$ cat config.mk
export PLATFORM = sky130hd
export DESIGN_NAME = rr_arb8_sel
export DESIGN_NICKNAME = d
export VERILOG_FILES = /design/src/rtl/rr_arb8_sel.sv
export SDC_FILE = /design/constraint.sdc
export NUM_CORES = 1
export LEC_CHECK = 0
export ABC_AREA = 1
export BUFFER_PORTS_ARGS = -buffer_cell sky130_fd_sc_hd__buf_2
export CAP_MARGIN = 20
export CORE_ASPECT_RATIO = 0.8
export CORE_UTILIZATION = 38
export DETAILED_ROUTE_END_ITERATION = 16
export PLACE_DENSITY = 0.68
export SLEW_MARGIN = 20
export SYNTH_ARGS = -nofsm -noshare
export SYNTH_HDL_FRONTEND = slang
export SYNTH_SLANG_ARGS = --single-unit
export TNS_END_PERCENT = 50
$ cat constraint.sdc
create_clock -name clk_i -period 4 [get_ports clk_i]
set_clock_uncertainty 0.2 [all_clocks]
set_input_delay 0.2 -clock clk_i [delete_from_list [all_inputs] [get_ports clk_i]]
set_output_delay 0.2 -clock clk_i [all_outputs]
set_load 0.005 [all_outputs]
$ cat src/rtl/rr_arb8_sel.sv
// rtl/rr_arb8_sel.sv - round-robin arbiter driving the 8-way selector select and grants
// Optional hold-timeout preemption is compiled in with `define ARB_TIMEOUT_EN.
module rr_arb8_sel #(
  parameter int MAX_HOLD = 8
) (
  input  logic       clk_i,
  input  logic       rst_ni,
  input  logic [7:0] req_i,
  output logic [7:0] gnt_o,
  output logic [2:0] sel_o,
  output logic       busy_o,
  output logic       preempt_o
);

  typedef enum logic {
    ST_IDLE  = 1'b0,
    ST_GRANT = 1'b1
  } state_e;

  state_e     state_q, state_d;
  logic [7:0] gnt_q, gnt_d;
  logic [2:0] sel_q, sel_d;
  logic [2:0] last_q, last_d;

  logic [2:0] win_idx;
  logic       win_vld;
  logic [2:0] cand;
  logic       take;

  if (MAX_HOLD < 1 || MAX_HOLD > 15) begin : g_max_hold_check
    $error("rr_arb8_sel: MAX_HOLD must be in 1..15");
  end

  // Scan last+8 down to last+1 so the nearest requester after last wins; last itself ranks lowest.
  always_comb begin
    win_idx = last_q;
    win_vld = 1'b0;
    cand    = last_q;
    for (int i = 8; i >= 1; i--) begin
      cand = last_q + 3'(i);
      if (req_i[cand]) begin
        win_idx = cand;
        win_vld = 1'b1;
      end
    end
  end

`ifdef ARB_TIMEOUT_EN
  localparam logic [3:0] HOLD_LAST = 4'(MAX_HOLD - 1);

  logic [3:0] hold_q, hold_d;
  logic       preempt_q, preempt_d;
`endif

  always_comb begin
    state_d = state_q;
    gnt_d   = gnt_q;
    sel_d   = sel_q;
    last_d  = last_q;
    take    = 1'b0;
`ifdef ARB_TIMEOUT_EN
    preempt_d = 1'b0;
`endif
    case (state_q)
      ST_IDLE: begin
        if (win_vld) take = 1'b1;
      end
      ST_GRANT: begin
        if (!req_i[sel_q]) begin
          if (win_vld) begin
            take = 1'b1;
          end else begin
            state_d = ST_IDLE;
            gnt_d   = 8'h00;
          end
        end
`ifdef ARB_TIMEOUT_EN
        // Owner still requesting: the winner differs from it only when someone else is waiting.
        else if (hold_q == HOLD_LAST && win_idx != sel_q) begin
          take      = 1'b1;
          preempt_d = 1'b1;
        end
`endif
      end
      default: begin
        state_d = ST_IDLE;
        gnt_d   = 8'h00;
      end
    endcase
    if (take) begin
      state_d = ST_GRANT;
      gnt_d   = 8'b1 << win_idx;
      sel_d   = win_idx;
      last_d  = win_idx;
    end
  end

`ifdef ARB_TIMEOUT_EN
  always_comb begin
    hold_d = hold_q;
    if (take || state_d == ST_IDLE) begin
      hold_d = 4'd0;
    end else if (state_q == ST_GRANT && hold_q != HOLD_LAST) begin
      hold_d = hold_q + 4'd1;
    end
  end

  always_ff @(posedge clk_i or negedge rst_ni) begin
    if (!rst_ni) begin
      hold_q    <= 4'd0;
      preempt_q <= 1'b0;
    end else begin
      hold_q    <= hold_d;
      preempt_q <= preempt_d;
    end
  end

  assign preempt_o = preempt_q;
`else
  assign preempt_o = 1'b0;
`endif

  always_ff @(posedge clk_i or negedge rst_ni) begin
    if (!rst_ni) begin
      state_q <= ST_IDLE;
      gnt_q   <= 8'h00;
      sel_q   <= 3'd0;
      last_q  <= 3'd7;
    end else begin
      state_q <= state_d;
      gnt_q   <= gnt_d;
      sel_q   <= sel_d;
      last_q  <= last_d;
    end
  end

  assign gnt_o  = gnt_q;
  assign sel_o  = sel_q;
  assign busy_o = (state_q == ST_GRANT);

endmodule

### After elaboration in Yosys (flattened, before gate mapping)

Index checks and enable logic that the tools add are counted.

| storage, ports and cells | value |
|---|---|
| flip-flop bits (word level) | 15 |

| cells by class | value |
|---|---|
| add/sub/neg operators | 7 |
| $lt $le $gt $ge | 9 |
| equality and inequality tests | 2 |
| shifts and indexed selects | 1 |
| mux-type cells | 43 |
| bitwise logic cells | 1 |
| reductions and logical operators | 2 |

Operator list:

| cell | count |
|---|---|
| < comparator 3 x 4 -> 1 bit, second input constant | 9 |
| two-way mux 8 bit | 4 |
| binary-select mux 1 bit (select 3 bit) | 9 |
| two-way mux 1 bit | 22 |
| two-way mux 3 bit | 7 |
| adder 3 bit, second input constant | 4 |
| << shifter 1 x 3 -> 8 bit, first input constant | 1 |
| adder 3 x 2 -> 3 bit, second input constant | 2 |
| adder 3 x 1 -> 3 bit, second input constant | 1 |
| AND reduction 3 bit | 1 |
| inequality test 2 x 1 -> 1 bit, second input constant | 1 |
| inequality test 2 bit, second input constant | 1 |
| case mux 1 bit (2 select lines) | 1 |
| nonzero test 2 bit | 1 |
| NOT 1 bit | 1 |

### Depth between registers and ports, before layout

| depth | value |
|---|---|
| depth after elaboration | 15 |
| gate-level depth with buffers | 19 |
| mapped depth without buffers | 18 |

### Worst setup path before layout

Ideal clock, no wire load.

| timing | value |
|---|---|
| path type | reg-to-reg |
| from | register last_q[0] |
| to | register sel_q[0], in the netlist sel_o[0] |
| library setup time | 121 ps |
| arrival | 2169 ps |
| required time | 3679 ps |
| path slack | 1509 ps |
| stages on the path, launching flop included | 16 |
| buffers on the path | 1 |
| period minus slack after synthesis | 2491 ps |
| cells stage by stage | dfstp_2 -> inv_2 -> buf_6 -> ha_1 -> inv_2 -> nand3_1 -> nand3_1 -> nand2_1 -> inv_2 -> nand4_1 -> nor2_2 -> inv_2 -> o21ai_4 -> inv_2 -> nand2_1 -> o21ai_1 |

| between the ends | value |
|---|---|
| longest elaborated chain between the ends | 13 |
| elaborated cells on any way between the ends | 41 |

RTL lines:

| item | RTL line | RTL |
|---|---|---|
| start, declared | 23 | `logic [2:0] last_q, last_d;` |
| start signal, assigned | 133 | `last_q <= last_d;` |
| adder 3 bit or binary-select mux 1 bit (select 3 bit) (tied branches) | 40, 41 |  |
| binary-select mux 1 bit (select 3 bit) or two-way mux 1 bit (tied branches) | 41 | `if (req_i[cand]) begin` |
| two-way mux 1 bit (implied by the code) | 41 |  |
| two-way mux 1 bit (7 in series) | 41 |  |
| two-way mux 1 bit | 66, 70 |  |
| two-way mux 1 bit | 69 | `if (!req_i[sel_q]) begin` |
| case mux 1 bit (2 select lines) | 64 | `case (state_q)` |
| end signal, assigned | 132 | `sel_q <= sel_d;` |
| end, declared | 22 | `logic [2:0] sel_q, sel_d;` |

Parallel ways exist; a longest one is shown, timed or not. The select of a mux whose other input is x is not followed.
A chain may end at the register's enable or synchronous reset.

### Final worst setup path

Ends and elaborated chain as after synthesis.

==> metrics.md <==
| Metric | Value |
|---|---|
| Status | finished clean |
| Synth Register Bits | 15 |
| Vias in the first global route | between 1k and 1.5k |
| Cell Rows | 18 |
| Cts repair resizes | 0 |
| Nets | about 240 |
| Gpl congestion | just under 1 |
| Worst r2r dst | sel_o[0] |
| Die area | roughly 3600 µm² |
| Final setup viols | 0 |
| Placed wire-length estimate | about 2500 µm |
| Hold Violations, Final | 0 |
| Die height | ~54 µm |
| Distinct cell type count after synthesis | 28 |
| Root buffer cell | clkbuf_8 |
| Most frequent cells in the layout | nand2_1 (86), nand3_1 (38), buf_2 (21) |
| DP Worst Slack | around 1.2 ns |
| Worst min-delay path category | in2async |
| Worst EP arrival | between 2 and 3 ns |
| Total of max-cap violations | 0 |
| Clk Latency, worst-skew pair | roughly 0.25 ns |
| Ratio of cells with drive above 1 in the final layout | between 20 and 25% |
| H-Tree Depth | 1 |
| Gr usage total | between 10% and 20% |
| Post-route DRC | 0 |
| Rel. slew slack | between 50% and 60% |
| Unrepaired setup endpoints after global routing | no |
| Final setup margin | 1.17 ns |
| Antenna diodes | 0 |
| Crit path launch type | register |
| Clk pin slew, worst setup/hold paths | about 0.060 ns |
| Antenna violations before repair | 0 |
| Final min period | around 2.8 ns |
| Die W | around 67 µm |
| Total Wirelength | roughly 3000 µm |
| Largest net degree at the start of global routing | 16 |
| Yosys top cell by area | nand2_1 |
| Hold_buf cts | 1 |
| Wire per inst | ~11 µm |
| Inst Count DP | 260 |
| R2r startpoint | last_q[0] |
| Req. time, crit path | around 4 ns |
| Worst reg2reg setup slack | ~1.2 ns |
| Sink Count | 15 |
| Port bufs | 21 |
| Vias/cell | 5.15 |
| Num CTS Buffers | 3 |
| Syn_area_per_cell | between 6 and 7 µm² |
| Max-slew violations | 0 |
| Kind of critical path | reg2reg |
| Setup_tns | 0 ns |
| Detail Route Antenna Nets | 0 |
| Max frequency | approximately 350 MHz |
| Mapped Nets | around 220 |
| Top cells by area, synth | nand2_1 (25%), dfrtp_1 (24%), nand3_1 (15%) |
| Commonest non-fill, non-tap cell in the layout | nand2_1 |
| IO Pins | 23 |
| Finished Core Util | about 46% |
| Post-CTS Setup Inserts | 0 |
| Mapped Cells | between 200 and 250 |
| First-pass GRT wire length | roughly 5200 µm |
| Worst Setup End Kind | register |
| Worst-path fanout max | 12 |
| Router iterations before antenna repair | 5 |
| Worst Setup EP | sel_o[0] |
| Sequential share of the synthesized area | 29.7% |
| Via count | between 1k and 1.5k |
| Top cell type's share of synthesized area | 25.3% |
| Grt total ovfl | 0 |
| Crit path launch | last_q[0] |
| Fillers | 352 |
| Final worst path period share | a little over two thirds |
| Synth Warn # | 0 |
| Starting Density | 40.5% |
| Synthesis-to-layout area growth | 13.2% |
| Reg2Reg Depth | 14 |
| TritonCTS clock tree | built |
| Starting DRT DRC Count | 62 |
| Synthesized area | 1280 µm² |
| Placeable Area | approximately 3200 µm² |
| Final Non-Filler Cells | 265 |
| Clock buffer depth | 2 |
| Slew @ Worst Pin | 0.645 ns |
==> critical path, stage by stage (launching register included) <==
cell     delay [ns]
dfstp_2        0.64
inv_2          0.14
ha_1           0.42
inv_2          0.14
nand3_1        0.11
nand3_1        0.16
nand2_1        0.12
inv_2          0.10
nand4_1        0.11
nor2_2         0.16
inv_2          0.06
o21ai_4        0.10
inv_2          0.10
nand2_1        0.09
o21ai_1        0.06
==> cells by family (layout without fill, tap and decap cells) <==
family / Yosys count / count (layout) / synth area share, %
buffers and inverters: 25 / 46 / 9.60
flip-flops: 15 / 15 / 29.7
AND/OR/NAND/NOR: 140 / 140 / 46.8
AO/OA/AOI/OAI: 17 / 17 / 8.72
multiplexers: 2 / 2 / 1.57
other: 1 / 1 / 0.294
adder cells (fa/ha/maj): 2 / 2 / 1.96
XOR/XNOR: 2 / 2 / 1.37
==> sequential cells by signal (all words and copies together) (netlist names) <==
register	cells
gnt_o	8
last_q	3
busy_o	1
sel_o	3
==> final cells by class <==
cell class                      count  area [µm²]  area share (%)
Inverter                           20        77.6            5.36
Timing Repair Buffer               22         115            7.96
Clock buffer                        3        41.3            2.85
Sequential cell                    15         379            26.2
Clock inverter                      1        7.51           0.519
Multi-Input combinational cell    164         776            53.6
Tap cell                           40        50.0            3.46
==> metal layers <==
layer	GRT usage [%]	routed length [µm]	part of all wire [%]	vias up
met5	0	0	0	-
met4	4.26	6	0.20	0
met3	4.45	199	6.6	2
met2	28.8	1270	42	47
met1	29.0	1530	51	612
li1	-	-	-	704
==> cells in the mapped netlist <==
library cell	number
a21oi_1	5
a21oi_2	1
buf_4	3
buf_6	2
conb_1	1
dfrtp_1	12
dfstp_2	3
ha_1	2
inv_1	11
inv_2	8
inv_4	1
mux2i_1	2
nand2_1	86
nand2_2	4
nand3_1	38
nand4_1	2
nor2_1	8
nor2_2	1
nor2_4	1
o21a_1	1
o21ai_0	3
o21ai_1	3
o21ai_2	1
o21ai_4	1
o221ai_1	1
o22ai_1	1
xnor2_1	1
xor2_1	1
==> metrics by stage <==
step / instance area, µm² / hold WS [ns]
6_report: 1450 / 0.176
5_1_grt: 1450 / 0.226
4_1_cts: 1450 / 0.183
3_3_place_gp: 1390 / -0.0776
3_5_place_dp: 1390 / -0.0775
2_1_floorplan: 1280 / -0.296
==> how the worst min path moves through the flow <==
| stage | startpoint | endpoint | cells after the start |
|---|---|---|---|
| finish | rst_ni | gnt_o[6] | 2 |
| global route | rst_ni | gnt_o[7] | 2 |
| CTS | rst_ni | gnt_o[7] | 2 |
| detailed placement | rst_ni | busy_o | 1 |
| global placement | rst_ni | gnt_o[6] | 1 |
| floorplan | rst_ni | busy_o | 0 |
Power is left out: the tool's default activity adds up to more than one toggle a clock period on the data nets, which glitch-free logic cannot reach.
